<file path="src/rtl/key_bank_if.sv">
// Button bank port bundle: raw pins toward the conditioner, debounced levels
// and single-cycle event pulses back to the control logic.
interface key_bank_if #(
    parameter int N_KEYS = 4
);
    logic [N_KEYS-1:0] key_in;
    logic [N_KEYS-1:0] key_state;
    logic [N_KEYS-1:0] key_press;
    logic [N_KEYS-1:0] key_release;
    logic [N_KEYS-1:0] key_long;
    logic [N_KEYS-1:0] key_repeat;

    modport master (
        output key_in,
        input  key_state,
        input  key_press,
        input  key_release,
        input  key_long,
        input  key_repeat
    );

    modport slave (
        input  key_in,
        output key_state,
        output key_press,
        output key_release,
        output key_long,
        output key_repeat
    );
endinterface

</file>
<file path="src/rtl/key_bank.sv">
// Multi-channel push-button conditioner: per-key synchroniser, debouncer and
// hold-time classifier producing press/release/long/repeat pulses.
module key_bank #(
    parameter int N_KEYS        = 4,
    parameter int ACTIVE_LOW    = 1,
    parameter int SYNC_STAGES   = 2,
    parameter int DB_CYCLES     = 2_500_000,
    parameter int LONG_CYCLES   = 50_000_000,
    parameter int REPEAT_CYCLES = 10_000_000
) (
    input  logic      clk,
    input  logic      rst,
    key_bank_if.slave kb
);

    localparam int DBW      = (DB_CYCLES < 1) ? 1 : $clog2(DB_CYCLES + 1);
    localparam int HOLD_MAX = (LONG_CYCLES > REPEAT_CYCLES) ? LONG_CYCLES : REPEAT_CYCLES;
    localparam int HW       = (HOLD_MAX < 1) ? 1 : $clog2(HOLD_MAX + 1);

    localparam logic [DBW-1:0] DB_LAST  = DBW'(DB_CYCLES - 1);
    localparam logic [HW-1:0]  LONG_LAST = (LONG_CYCLES > 0) ? HW'(LONG_CYCLES - 1) : '0;
    localparam logic [HW-1:0]  REP_LAST  = (REPEAT_CYCLES > 0) ? HW'(REPEAT_CYCLES - 1) : '0;

    typedef enum logic [1:0] {
        ST_IDLE    = 2'd0,
        ST_HELD    = 2'd1,
        ST_LONG    = 2'd2,
        ST_LATCHED = 2'd3
    } hold_state_t;

    function automatic logic [HW-1:0] sat_inc(input logic [HW-1:0] v);
        sat_inc = (&v) ? v : v + HW'(1);
    endfunction

    logic [N_KEYS-1:0]      key_norm_s;
    logic [N_KEYS-1:0]      press_s;
    logic [N_KEYS-1:0]      release_s;
    logic [DBW-1:0]         db_next_s [N_KEYS];

    logic [SYNC_STAGES-1:0] sync_r    [N_KEYS];
    logic [DBW-1:0]         db_cnt_r  [N_KEYS];
    logic [HW-1:0]          hold_cnt_r[N_KEYS];
    hold_state_t            state_r   [N_KEYS];

    logic [N_KEYS-1:0]      key_state_r;
    logic [N_KEYS-1:0]      key_press_r;
    logic [N_KEYS-1:0]      key_release_r;
    logic [N_KEYS-1:0]      key_long_r;
    logic [N_KEYS-1:0]      key_repeat_r;

    // Normalise pins so that 1 always means pressed inside the block.
    assign key_norm_s = (ACTIVE_LOW != 0) ? ~kb.key_in : kb.key_in;

    assign kb.key_state   = key_state_r;
    assign kb.key_press   = key_press_r;
    assign kb.key_release = key_release_r;
    assign kb.key_long    = key_long_r;
    assign kb.key_repeat  = key_repeat_r;

    // Debounce decision: a disagreement must persist DB_CYCLES edges to commit.
    always_comb begin
        for (int i = 0; i < N_KEYS; i++) begin
            press_s[i]   = 1'b0;
            release_s[i] = 1'b0;
            db_next_s[i] = '0;
            if (sync_r[i][SYNC_STAGES-1] == key_state_r[i]) begin
                db_next_s[i] = '0;
            end else if (db_cnt_r[i] == DB_LAST) begin
                press_s[i]   = sync_r[i][SYNC_STAGES-1];
                release_s[i] = ~sync_r[i][SYNC_STAGES-1];
                db_next_s[i] = '0;
            end else begin
                db_next_s[i] = db_cnt_r[i] + DBW'(1);
            end
        end
    end

    // Synchronisers, debounce counters, committed level and press/release pulses.
    always_ff @(posedge clk) begin
        if (rst) begin
            for (int i = 0; i < N_KEYS; i++) begin
                sync_r[i]   <= '0;
                db_cnt_r[i] <= '0;
            end
            key_state_r   <= '0;
            key_press_r   <= '0;
            key_release_r <= '0;
        end else begin
            for (int i = 0; i < N_KEYS; i++) begin
                sync_r[i]   <= {sync_r[i][SYNC_STAGES-2:0], key_norm_s[i]};
                db_cnt_r[i] <= db_next_s[i];
            end
            key_state_r   <= (key_state_r | press_s) & ~release_s;
            key_press_r   <= press_s;
            key_release_r <= release_s;
        end
    end

    // Per-key hold classifier; a release commit wins over long/repeat on the same edge.
    always_ff @(posedge clk) begin
        if (rst) begin
            for (int i = 0; i < N_KEYS; i++) begin
                state_r[i]    <= ST_IDLE;
                hold_cnt_r[i] <= '0;
            end
            key_long_r   <= '0;
            key_repeat_r <= '0;
        end else begin
            key_long_r   <= '0;
            key_repeat_r <= '0;
            for (int i = 0; i < N_KEYS; i++) begin
                if (release_s[i]) begin
                    state_r[i]    <= ST_IDLE;
                    hold_cnt_r[i] <= '0;
                end else begin
                    case (state_r[i])
                        ST_IDLE: begin
                            if (press_s[i]) begin
                                state_r[i]    <= ST_HELD;
                                hold_cnt_r[i] <= '0;
                            end
                        end
                        ST_HELD: begin
                            // With long-press disabled this state simply waits for release.
                            if (LONG_CYCLES != 0) begin
                                if (hold_cnt_r[i] == LONG_LAST) begin
                                    key_long_r[i] <= 1'b1;
                                    hold_cnt_r[i] <= '0;
                                    state_r[i]    <= (REPEAT_CYCLES != 0) ? ST_LONG : ST_LATCHED;
                                end else begin
                                    hold_cnt_r[i] <= sat_inc(hold_cnt_r[i]);
                                end
                            end
                        end
                        ST_LONG: begin
                            if (hold_cnt_r[i] == REP_LAST) begin
                                key_repeat_r[i] <= 1'b1;
                                hold_cnt_r[i]   <= '0;
                            end else begin
                                hold_cnt_r[i] <= sat_inc(hold_cnt_r[i]);
                            end
                        end
                        ST_LATCHED: begin
                            hold_cnt_r[i] <= hold_cnt_r[i];
                        end
                        default: begin
                            state_r[i]    <= ST_IDLE;
                            hold_cnt_r[i] <= '0;
                        end
                    endcase
                end
            end
        end
    end

endmodule

</file>
<file path="src/flat_wrapper.sv">
// flat-port wrapper written by rule: the top's interface ports become plain ports
module key_bank_flat 
#(
    parameter int N_KEYS        = 4,
    parameter int ACTIVE_LOW    = 1,
    parameter int SYNC_STAGES   = 2,
    parameter int DB_CYCLES     = 2_500_000,
    parameter int LONG_CYCLES   = 50_000_000,
    parameter int REPEAT_CYCLES = 10_000_000
)
  (clk, rst, kb_key_in, kb_key_state, kb_key_press, kb_key_release, kb_key_long, kb_key_repeat);
  key_bank_if #(.N_KEYS(N_KEYS)) kb_i ();
  input  logic clk;
  input  logic rst;
  input wire logic [$bits(kb_i.key_in)-1:0] kb_key_in;
  output wire logic [$bits(kb_i.key_state)-1:0] kb_key_state;
  output wire logic [$bits(kb_i.key_press)-1:0] kb_key_press;
  output wire logic [$bits(kb_i.key_release)-1:0] kb_key_release;
  output wire logic [$bits(kb_i.key_long)-1:0] kb_key_long;
  output wire logic [$bits(kb_i.key_repeat)-1:0] kb_key_repeat;
  assign kb_i.key_in = kb_key_in;
  assign kb_key_state = kb_i.key_state;
  assign kb_key_press = kb_i.key_press;
  assign kb_key_release = kb_i.key_release;
  assign kb_key_long = kb_i.key_long;
  assign kb_key_repeat = kb_i.key_repeat;
  key_bank #(.N_KEYS(N_KEYS), .ACTIVE_LOW(ACTIVE_LOW), .SYNC_STAGES(SYNC_STAGES), .DB_CYCLES(DB_CYCLES), .LONG_CYCLES(LONG_CYCLES), .REPEAT_CYCLES(REPEAT_CYCLES)) u_core (.clk(clk), .rst(rst), .kb(kb_i));
endmodule
</file>
<file path="config.mk">
export PLATFORM = sky130hd
export DESIGN_NAME = key_bank_flat
export DESIGN_NICKNAME = d
export VERILOG_FILES = /design/src/rtl/key_bank_if.sv /design/src/rtl/key_bank.sv /design/src/flat_wrapper.sv
export SDC_FILE = /design/constraint.sdc
export NUM_CORES = 1
export LEC_CHECK = 0
export ABC_AREA = 1
export CORE_ASPECT_RATIO = 0.8
export CORE_MARGIN = 2
export CORE_UTILIZATION = 50
export DETAILED_ROUTE_END_ITERATION = 16
export HOLD_SLACK_MARGIN = 0.06
export PLACE_DENSITY = 0.66
export SETUP_SLACK_MARGIN = 0.1
export SYNTH_ARGS = -nofsm -noshare
export SYNTH_HDL_FRONTEND = slang
export SYNTH_SLANG_ARGS = --single-unit
</file>
<file path="constraint.sdc">
create_clock -name clk -period 7.2 [get_ports clk]
set_input_delay 0.72 -clock clk [delete_from_list [all_inputs] [get_ports clk]]
set_output_delay 0.72 -clock clk [all_outputs]
set_load 0.01 [all_outputs]
</file>
=== After elaboration in Yosys (flattened, before gate mapping) ===
Memory sizes are Yosys's and may differ from the RTL's.
Cells that the tools add are included.
Widths: inputs -> output; s select.

* Flip-flop bits (word level): 20
* Memory bits (writable): 208
* Input port bits: 6
* Word-level logic and storage cells: 316
* Memories: 4

* Add/subtract/negate cells: 8
* Equality and inequality tests: 28
* Mux-type cells: 207
* Bitwise operators: 56
* Reduce and logical (&&, ||, !) cells: 8

{| class="wikitable"
|+ Memories
! memory !! depth !! width !! read ports !! clocked after memory_dff !! write ports !! line !! source
|-
| u_core.hold_cnt_r || 4 || 26 || 4 || 0 || 4 || key_bank.sv:42 || <nowiki>logic [HW-1:0] hold_cnt_r[N_KEYS];</nowiki>
|-
| u_core.db_cnt_r || 4 || 22 || 4 || 0 || 4 || key_bank.sv:41 || <nowiki>logic [DBW-1:0] db_cnt_r [N_KEYS];</nowiki>
|-
| u_core.state_r || 4 || 2 || 4 || 0 || 4 || key_bank.sv:43 || <nowiki>hold_state_t state_r [N_KEYS];</nowiki>
|-
| u_core.sync_r || 4 || 2 || 4 || 0 || 4 || key_bank.sv:40 || <nowiki>logic [SYNC_STAGES-1:0] sync_r [N_KEYS];</nowiki>
|}

{| class="wikitable"
|+ Operator list
! kind !! count
|-
| $mux 26 || 32
|-
| $mux 22 || 12
|-
| $mux 1 || 147
|-
| $add 26x1->26 const B || 4
|-
| $eq 26x24->1 const B || 4
|-
| $eq 26x26->1 const B || 4
|-
| $reduce_and 26->1 || 4
|-
| $add 22x1->22 const B || 4
|-
| $eq 22x22->1 const B || 4
|-
| $or 1x1->1 || 48
|-
| $mux 2 || 16
|-
| $eq 2x2->1 const B || 8
|-
| $eq 2x1->1 const B || 4
|-
| $logic_not 2->1 || 4
|-
| $not 4->4 || 2
|-
| $and 4x4->4 || 1
|-
| $eq 1x1->1 || 4
|-
| $not 1->1 || 4
|-
| $or 4x4->4 || 1
|}

=== Logic depth before layout (Yosys ltp) ===
* Depth after elaboration: 14
* Depth in mapped cells: 14
* Gate-level depth less buffers: 13

=== Least setup slack after synthesis ===
OpenSTA, ideal clock, no wires.

* Path kind: input to register
* Start point: in rst
* End point: mem u_core.hold_cnt_r[0][0] (netlist name) (enable)
* Library setup time: 0.507 ns
* Arrival time: 2.041 ns
* Data required time: 6.693 ns
* Slack: 4.653 ns
* Stages: 6
* Path through: clkbuf_1 > nor2_1 > nand4_1 > nor2_1 > nor2_1 > nand3_1

{| class="wikitable"
|+ RTL lines
! item !! line !! source
|-
| from (decl) || flat_wrapper.sv:14 || <nowiki>input logic rst;</nowiki>
|-
| to (decl) || key_bank.sv:42 ||
|}

==> impl_summary.md <==
CTS
The cell chosen for the clock root is sky130_fd_sc_hd__clkbuf_16. TritonCTS built the clock tree. The number of post-CTS setup repair buffers is 0. The number of gates resized after CTS was 0. At the later pin of the worst-skew pair, clock insertion delay measures 550 ps. For this design, the sink count on the clock tree is about 230.

The H-tree depth is 1. The maximum buffer depth of the clock tree is 3. The hold-fix buffer count after cts is 0. The number of clock buffers inserted by TritonCTS is 25. Clock-pin slew was measured on the worst setup and hold paths at 60 ps.

Logic synthesis
Of the total synthesized cell area, the portion taken by full adders, half adders and majority gates is 0.7280%. Counting flops with an async set or reset pin after synthesis yields a share of 0%. In the synthesized netlist the dominant register cell turns out to be sky130_fd_sc_hd__dfxtp_1. The synthesized design devotes to its leading area cell type 24.46% of total area. After Yosys synthesis, XOR and XNOR cells account for 4.778% of the synthesized area.

The multiplexer area fraction after synthesis is 0%. Counting flops with a built-in enable in the synthesized netlist gives 112. Yosys mapped the design onto 42 distinct sky130hd cell types. The synthesized-area fraction occupied by ao, oa, aoi and oai cells is 6.152%.

After synthesis, the largest family of logic cells by area is simple AND/OR/NAND/NOR gates. After Yosys synthesis, and, or, nand and nor cells account for 38.12% of the synthesized area. The post-synthesis average cell area is around 7 um^2. The number of nets in the synthesized netlist is 1983. In the synthesized netlist, the number of instances is 1969. During synthesis, Yosys emitted a total of 0 warnings. The biggest area contributor in the post-synthesis netlist is sky130_fd_sc_hd__edfxtp_1.

The post-synthesis cell area is approximately 14000 um^2. The post-synthesis register bit count is 228. After synthesis, the cell types taking the most area are sky130_fd_sc_hd__edfxtp_1, sky130_fd_sc_hd__dfxtp_1, sky130_fd_sc_hd__nand2_1.

The sequential share of the synthesized area is 41.35%.

Setup path
The slowest stage of the critical path is the sky130_fd_sc_hd__nand2_1 cell. The signal on the critical path passes through clkdlybuf4s50_1, buf_4, inv_1, o21ai_0, inv_1, nand3_1, nand2_1, nor2_1, nand2_1. The arrival time of data at the critical path endpoint is approximately 3200 ps. The launching element of the worst setup path is rst.

The sum of buffers and inverters on the critical path is 4. The reg-to-reg startpoint is u_core.hold_cnt_r[0][78]. The cell family contributing the most delay on the critical path is buffers and inverters. The kind of end point of the critical path is a register.

The kind of start point of the critical path is an input pin. For this run, the slowest stage of the critical path takes 810 ps. The required time of the critical path is 7370 ps.

The largest fanout on the critical path is 26. The kind of critical path is input pin to register.

Place
Once placement completed, the tool counted placed cells totaling 2333. Routability-driven placement finished with a final weighted congestion of 0.9614. The post-DP HPWL is 23530 um. The number of port buffers is 25.

Global route
The initial antenna violation count is 1. Summed over all layers, the global routing overflow is 0. The pin count of the biggest net entering global routing is 27. The first global-routing pass estimated 54720 um of wire. For this run, the total global-route usage over all layers was measured as around 23%.

The via count of the first global-routing pass is 11280.

Die
The chip width is 189.4 um. The site row count is 54. The I/O pin total is 26. The die is 152.3 um tall.

The die area is 28850 um^2. The initial standard-cell utilization of the core is between 50 and 60%. The core footprint is 27160 um^2.

STA
Setup repair after global routing left no endpoint under its margin. The number of setup violations in the final report is 0. For the pin with the worst max-slew slack, the measured transition is 1105 ps.

Timing would allow up to between 300 and 400 MHz. The worst pin sits at a relative slew slack of 26.15%. For the final routed database, the setup TNS stands at 0 ps.

The max-slew violation count is 0. The number of failing hold endpoints at the final stage came to 0. Across the routed clock network, the largest skew measured is 15.35 ps. The minimum clock period is between 3000 and 4000 ps.

The final critical path takes up 42.68% of the cycle.

Layout
The fraction of the core area covered by cells at the end of the flow is 55.56%. The non-filler instance count after layout is approximately 2400. The post-route netlist has 5.608% of its cells at a drive strength greater than 1.

The number of nets at the end of the flow is 2010. Relative to the synthesized area, the layout overhead comes to 9.746%. The register area is 5685 um^2. The area taken by multi-input logic gates is slightly below 7000 um^2.

The antenna diode instance count is 0. The layout has 2671 filler cells.

Status
The flow ran to the end, and the final reports show no timing, DRC or antenna violations.

Routing
The total number of vias is 12230. For this run, design rule violations remaining after detail routing come to 0. After detailed routing, the total wire length is 32150 um. The first-pass detailed-route iteration total is 6. The average vias per placed instance is 5.142.

Once detail routing completed, the nets flagged for antenna violations numbered 0. After the first detailed-routing iteration, the DRC count stood at roughly 1000. The mean routed wirelength per cell is 13.51 um.

Min path
The worst min-delay path category is register to register. The startpoint of the most critical hold path is u_core.sync_r[0][0].

Power
VDD sags by at most 0.1593 mV. The total leakage power is about 5.7 nW. In this run the power density over the cells is 194.2 nW/um^2.

Job
Across the run, the number of max-cap violations was 0.
[per-layer routing]
metal,routed length (um),track usage [%]
met1,16500,34.24
met2,13320,33.46
met3,1719,3.961
met4,594,4.688
met5,11,0
[logic make-up (layout without fill, tap and decap cells)]
logic type / count (synthesis) / in the layout
and+or+nand+nor: 1203 / 1203
adders and majority gates: 8 / 8
DFF: 228 / 228
buffers and inverters: 301 / 347
AOI/OAI and AO/OA: 154 / 154
xor gates and xnor gates: 75 / 75
[tightest hold or removal path, delay by kind of cell, from the launching register on]
kind	cells	cell delay, ps
simple gates	1	30
flops	1	290
buf+inv	1	40
[cell usage in the layout, fill, tap and decap left out, types with 4 or more instances in the layout]
cell type                           n
sky130_fd_sc_hd__buf_4              4
sky130_fd_sc_hd__dfxtp_1          116
sky130_fd_sc_hd__nor3b_1            8
sky130_fd_sc_hd__nand2_2           12
sky130_fd_sc_hd__o21ai_0           29
sky130_fd_sc_hd__inv_2              8
sky130_fd_sc_hd__nand4_1           58
sky130_fd_sc_hd__a21boi_0          11
sky130_fd_sc_hd__a21oi_1           97
sky130_fd_sc_hd__xor2_1            58
sky130_fd_sc_hd__or2_2             14
sky130_fd_sc_hd__nor3_1            80
sky130_fd_sc_hd__clkbuf_16         25
sky130_fd_sc_hd__clkdlybuf4s50_1   25
sky130_fd_sc_hd__nor2_2            23
sky130_fd_sc_hd__xnor2_1           17
sky130_fd_sc_hd__nand3b_1           9
sky130_fd_sc_hd__nand3_1          137
sky130_fd_sc_hd__nor2_1           413
sky130_fd_sc_hd__clkbuf_8           5
sky130_fd_sc_hd__nand2_1          426
sky130_fd_sc_hd__nor4_1             6
sky130_fd_sc_hd__clkinv_2           5
sky130_fd_sc_hd__clkbuf_1           9
sky130_fd_sc_hd__a31oi_1            4
sky130_fd_sc_hd__edfxtp_1         112
sky130_fd_sc_hd__nand3_2            5
sky130_fd_sc_hd__inv_1            264
sky130_fd_sc_hd__ha_1               8
[flip-flops by register name, indices dropped and copies added (netlist names), named ones only]
name                   count
u_core.db_cnt_r           88
u_core.kb.key_repeat       4
u_core.state_r             8
u_core.kb.key_release      4
u_core.kb.key_press        4
u_core.sync_r              8
u_core.hold_cnt_r        104
u_core.kb.key_long         4
[metrics by stage]
step / power, mW / setup WS [ps] / hold slack [ps] / instance area [um^2]
after global placement: 1.688 / 3618 / 395.9 / 14290
after detailed placement: 1.690 / 3570 / 395.1 / 14290
after floorplan: 1.637 / 4653 / 388.3 / 13750
final: 2.930 / 4127 / 401.4 / 15090
after global routing: 3.051 / 3838 / 428.9 / 15090
after CTS: 2.958 / 4110 / 405.9 / 15090
[layout make-up]
cell class / count / share of cell area (%)
sequential: 228 / 37.68
tap: 364 / 3.018
timing repair buffer: 29 / 1.857
clock buffer: 39 / 4.826
multi-input combinational: 1440 / 45.36
clock inverter: 7 / 0.4975
inverter: 272 / 6.766
[power breakdown]
group / internal, mW / leakage (nW) / switching (mW)
Clock: 0.733 / 0.398 / 0.530
Sequential: 1.42 / 2.12 / 0.0600
Combinational: 0.0632 / 3.13 / 0.125
[synthesized netlist by cell type, drive strengths merged (4+ instances only)]
master and n:
nand2 439, nor2 438, xnor2 17, a31oi 4
inv 272, a21boi 14, nor3 85, or2 16
nand4 58, o21ai 30, nor4 6, ha 8
buf 27, dfxtp 116, nor3b 8, nand3b 9
xor2 58, nand3 142, a21oi 97, edfxtp 112
[worst paths after layout]
kind	to	slack, ps	cells past startpoint
hold / removal	u_core.sync_r[0][1]	400	2
hold reg to reg	u_core.sync_r[0][1]	400	2
setup / recovery	u_core.hold_cnt_r[0][81]	4130	9
setup reg to reg	u_core.hold_cnt_r[0][81]	4190	11
Note: power is estimated with default switching activity, not from simulation.
